### src/rtl/aes_pkg.sv
// Shared constants and state encoding for the AES-128 word loader slice.
package aes_pkg;

  localparam int unsigned AES_BLK_W    = 128;
  localparam int unsigned AES_WORD_W   = 32;
  localparam int unsigned AES_CORE_LAT = 11;

  typedef enum logic {
    S_FILL     = 1'b0,
    S_KEY_WAIT = 1'b1
  } loader_state_t;

endpackage

### src/rtl/aes_valid_pipe.sv
// Shift register tracking block-valid strobes through the fixed-latency core.
// 'out' is the last tap, 'any' reports whether any tap is occupied.
module aes_valid_pipe #(
  parameter int unsigned DEPTH = 11
) (
  input  logic clk,
  input  logic rst,
  input  logic d,
  output logic out,
  output logic any
);

  logic [DEPTH-1:0] taps;

  // Advance the valid markers one stage per clock; reset flushes all of them.
  always_ff @(posedge clk) begin
    if (!rst) begin
      taps <= '0;
    end else begin
      taps <= (taps << 1) | DEPTH'(d);
    end
  end

  assign out = taps[DEPTH-1];
  assign any = |taps;

endmodule

### src/rtl/aes_word_loader.sv
// Word-stream feeder for the pipelined AES-128 core: assembles 4-word key and
// plaintext groups, issues blocks, and holds key changes until the pipe drains.
module aes_word_loader
  import aes_pkg::*;
#(
  parameter int unsigned CORE_LAT = AES_CORE_LAT,
  parameter int unsigned WORD_W   = AES_WORD_W
) (
  input  logic                 clk,
  input  logic                 rst,
  input  logic                 in_valid,
  output logic                 in_ready,
  input  logic [WORD_W-1:0]    in_data,
  input  logic                 in_is_key,
  output logic [AES_BLK_W-1:0] blk_key,
  output logic [AES_BLK_W-1:0] blk_data,
  output logic                 blk_valid,
  output logic                 out_valid,
  output logic                 busy,
  output logic                 err
);

  localparam int unsigned SH_W = AES_BLK_W - WORD_W;

  loader_state_t          state_q;
  loader_state_t          state_d;
  logic                   run_q;
  logic [1:0]             wcnt;
  logic                   kind_q;
  logic [SH_W-1:0]        shreg;
  logic [AES_BLK_W-1:0]   key_shadow;
  logic                   key_commit_q;

  logic accept;
  logic mismatch;
  logic last_word;
  logic data_done;
  logic key_done;
  logic pipe_empty;
  logic commit_now;

  // Handshake and group-completion decode.
  always_comb begin
    accept     = in_valid & in_ready;
    mismatch   = accept & (wcnt != 2'd0) & (in_is_key != kind_q);
    last_word  = accept & ~mismatch & (wcnt == 2'd3);
    data_done  = last_word & ~in_is_key;
    key_done   = last_word & in_is_key;
    // A strobe in blk_valid has not yet reached the pipe, so it counts as in flight.
    pipe_empty = ~busy & ~blk_valid;
    // Immediate commits are deferred one edge so key_shadow is already loaded.
    commit_now = key_commit_q | ((state_q == S_KEY_WAIT) & ~busy);
  end

  // State register.
  always_ff @(posedge clk) begin
    if (!rst) begin
      state_q <= S_FILL;
    end else begin
      state_q <= state_d;
    end
  end

  // Next-state logic: park in S_KEY_WAIT while blocks under the old key drain.
  always_comb begin
    state_d = state_q;
    unique case (state_q)
      S_FILL:     if (key_done && !pipe_empty) state_d = S_KEY_WAIT;
      S_KEY_WAIT: if (!busy)                   state_d = S_FILL;
      default:    state_d = S_FILL;
    endcase
  end

  // Output logic: accept words only after reset release and outside key wait.
  always_comb begin
    in_ready = run_q & (state_q == S_FILL);
  end

  // Word assembly, block issue, key shadow/commit and sticky error.
  always_ff @(posedge clk) begin
    if (!rst) begin
      run_q        <= 1'b0;
      wcnt         <= 2'd0;
      kind_q       <= 1'b0;
      shreg        <= '0;
      key_shadow   <= '0;
      key_commit_q <= 1'b0;
      blk_key      <= '0;
      blk_data     <= '0;
      blk_valid    <= 1'b0;
      err          <= 1'b0;
    end else begin
      run_q        <= 1'b1;
      blk_valid    <= data_done;
      key_commit_q <= key_done & pipe_empty;
      if (accept) begin
        shreg <= {shreg[SH_W-WORD_W-1:0], in_data};
        // A kind change restarts the group with this word as word 0.
        wcnt  <= mismatch ? 2'd1 : wcnt + 2'd1;
        if ((wcnt == 2'd0) || mismatch) kind_q <= in_is_key;
      end
      if (mismatch)   err        <= 1'b1;
      if (data_done)  blk_data   <= {shreg, in_data};
      if (key_done)   key_shadow <= {shreg, in_data};
      if (commit_now) blk_key    <= key_shadow;
    end
  end

  aes_valid_pipe #(
    .DEPTH(CORE_LAT)
  ) u_vpipe (
    .clk (clk),
    .rst (rst),
    .d   (blk_valid),
    .out (out_valid),
    .any (busy)
  );

endmodule

### config.mk
export PLATFORM = sky130hd
export DESIGN_NAME = aes_word_loader
export DESIGN_NICKNAME = d
export VERILOG_FILES = /design/src/rtl/aes_pkg.sv /design/src/rtl/aes_valid_pipe.sv /design/src/rtl/aes_word_loader.sv
export SDC_FILE = /design/constraint.sdc
export NUM_CORES = 1
export LEC_CHECK = 0
export CORE_MARGIN = 8
export CORE_UTILIZATION = 35
export DETAILED_ROUTE_END_ITERATION = 16
export PLACE_DENSITY = 0.68
export SLEW_MARGIN = 25
export SYNTH_ARGS = -nofsm -noshare
export SYNTH_HDL_FRONTEND = slang
export SYNTH_SLANG_ARGS = --single-unit
### constraint.sdc
create_clock -name clk -period 2.65 [get_ports clk]
set_input_delay 0.265 -clock clk [delete_from_list [all_inputs] [get_ports clk]]
set_output_delay 0.265 -clock clk [all_outputs]
set_load 0.1 [all_outputs]
==> results.txt, run 1 <==
status - completed
largest net degree at the start of global routing - 135
fin. max-slew vios - 0
crit start category - flop
global-route wire length before repair - 84500 µm
post-DP HPWL - 37600 µm
clock root buffer - clkbuf_16
PwrDens - 712 nW/µm²
DP Worst Slack - 0.280 ns
Mapped Avg Cell Area - 7.99 µm²
drt first pass iters - 8
cell row count - 81
Via Count - 15100
Hold Vio Cnt, Final - 0
Multi-input gate area - 6520 µm²
Final Setup Violations - 0
Synth area leader - dfxtp_1
Yosys reg bits - 499
CTS tree - done
Core ar. - 48800 µm²
CP Max Fanout - 45
CTS buffer count - 52
Power Total - 15.5 mW
max_slew headroom - 46.9%
skew final - 0.0194 ns
initial antenna violation count - 0
total gr overflow - 0
Syn Nets - 2202
Die Wd - 238 µm
vias in the first global route - 14300
CP Capture Type - flop
RSZ-0062 raised after global routing - false
number of max-cap violations - 0
fin worst setup slack - 0.371 ns
Synth cell types - 28
Hold Buf Count CTS - 0
top post-synthesis cells by area - dfxtp_1, nand2_1, a21oi_1
Worst EP required - 3.17 ns
number of synthesized flops with an enable pin - 0
total I/O pin count - 297
port bufs - 296
area occupied by registers - 9990 µm²
final core occ - 44.7%
drt drc - 0
setup TNS - 0 ns
Clock Pin Slew Worst Setup and Hold Paths - 0.06 ns
total track usage - 18.8%
Pleak - 7.71 nW
post-route cell area - 21800 µm²
chip height - 238 µm
wire length per cell after detailed routing - 18.1 µm
Hold/Removal Path Class - input pin to flop
Worst VDD drop - 0.571 mV
ys async rst share - 0%
Worst-Skew Late Latency - 0.60 ns
dpl cell area - 20000 µm²
sequential share of the synthesized area - 57.8%
Initial Util - 35.4%
Post-synth top cells - nand2_1, dfxtp_1, a21oi_1
Ys Warns - 0
Layout area overhead - 26.2%
Die ar. - 56700 µm²
Setup Fix Bufs, Post-CTS - 0
via/cell ratio - 4.91
fin crit share - 86.0%
Routed Wire Length - 55600 µm
H-tree lvl count - 2
share of post-route cells with drive strength above 1 - 15.7%
Iter 0 DRT Violations - 1145
count leader, synth - nand2_1
Max clock buf depth - 3
fmax - 439 MHz
clk sink count - 499
Main synth FF type - dfxtp_1
Final #Nets - 2404
Final GP Congestion - 0.772
post-CTS sizing - 0
cell area after synthesis - 17300 µm²
Post-Syn Instances - 2164
diodes inserted - 0
worst slew pin tran - 0.797 ns
# fillers - 4866
arrival time at the worst endpoint - 2.80 ns
Crit Path Category - flop to flop
Final Critical Period - 2.28 ns
Post-DRT Antenna Nets - 0
post-synth top area share - 57.8%
[metal layers]
metal / vias to the layer above / global-route usage, % / wire length, µm
li1: 7454 / - / -
met1: 7102 / 23.6 / 23800
met2: 437 / 31.4 / 26400
met3: 89 / 5.02 / 3860
met4: 0 / 5.77 / 1530
met5: - / 0 / 0
[layout make-up]
cell class | count | share of cell area (%)
flip-flops and latches | 499 | 45.8
clock buffers | 75 | 6.87
clock inverters | 21 | 1.24
multi-input cells | 1482 | 29.9
inverters | 8 | 0.172
well taps | 664 | 3.81
repair buffers | 323 | 12.3
[path summary, 6_finish.rpt]
| path | from | end | slack [ns] | cells past startpoint |
|---|---|---|---|---|
| setup reg to reg | wcnt[0] | key_shadow[84] | 0.37 | 8 |
| setup / recovery | wcnt[0] | key_shadow[84] | 0.37 | 8 |
| hold / removal | rst | blk_key[116] | 0.1 | 3 |
| hold reg to reg | key_shadow[76] | blk_key[76] | 0.44 | 2 |
[stage by stage]
stage | hold WS (ns) | cells
finish | 0.0997 | 3072
global route | 0.0917 | 3072
CTS | 0.0664 | 3072
detailed placement | 0.443 | 2976
global placement | 0.436 | 2976
floorplan | 0.293 | 2164
[cells in the final DEF (no fill, tap or decap), drive strengths merged]
| cell | n |
|---|---|
| a2111oi | 2 |
| a211oi | 1 |
| a21oi | 357 |
| a41oi | 1 |
| and2 | 11 |
| and3b | 1 |
| buf | 288 |
| bufinv | 5 |
| clkbuf | 76 |
| clkdlybuf4s50 | 34 |
| clkinv | 12 |
| clkinvlp | 1 |
| dfxtp | 499 |
| ha | 2 |
| inv | 11 |
| nand2 | 835 |
| nand3 | 129 |
| nand3b | 1 |
| nor2 | 4 |
| nor2b | 1 |
| nor3 | 1 |
| nor4 | 3 |
| o2111ai | 2 |
| o211ai | 1 |
| o21ai | 129 |
| xnor2 | 1 |
[flip-flops by register name, indices dropped and copies added, names as in the netlist]
signal and cells:
kind_q 1, blk_valid 1, blk_key 128, run_q 1
key_commit_q 1, blk_data 128, state_q 1, wcnt 2
u_vpipe.taps 11, shreg 96, key_shadow 128, err 1
[where the power goes]
part | internal [mW] | total [mW] | switching [mW] | leakage [nW]
logic | 0.106 | 0.405 | 0.300 | 2.81
clock network | 4.44 | 7.51 | 3.07 | 0.875
registers | 7.54 | 7.61 | 0.0698 | 4.02
total | 12.1 | 15.5 | 3.44 | 7.71
[critical path: stages (launching register included)]
cell and delay, ns:
dfxtp_1 0.33, inv_1 0.06, ha_1 0.33, inv_1 0.16, a2111oi_2 0.59, buf_4 0.26, buf_12 0.22, nand2_1 0.08
a21oi_1 0.15
[cell families after synthesis]
logic type | Yosys count | share of synthesized area (%)
simple gates | 986 | 22.6
compound gates | 493 | 14.5
fa+ha+maj | 2 | 0.145
buf+inv | 183 | 4.85
flops | 499 | 57.8
xor+xnor | 1 | 0.0507
No activity file was read; power rests on OpenSTA's default activity.
==> inputs of run 2 (changes only) <==
ABC_CLOCK_PERIOD_IN_PS = 2650   (was unset)
==> results of run 2 <==
The final DEF is identical to that of run 1; final timing and power are the same.
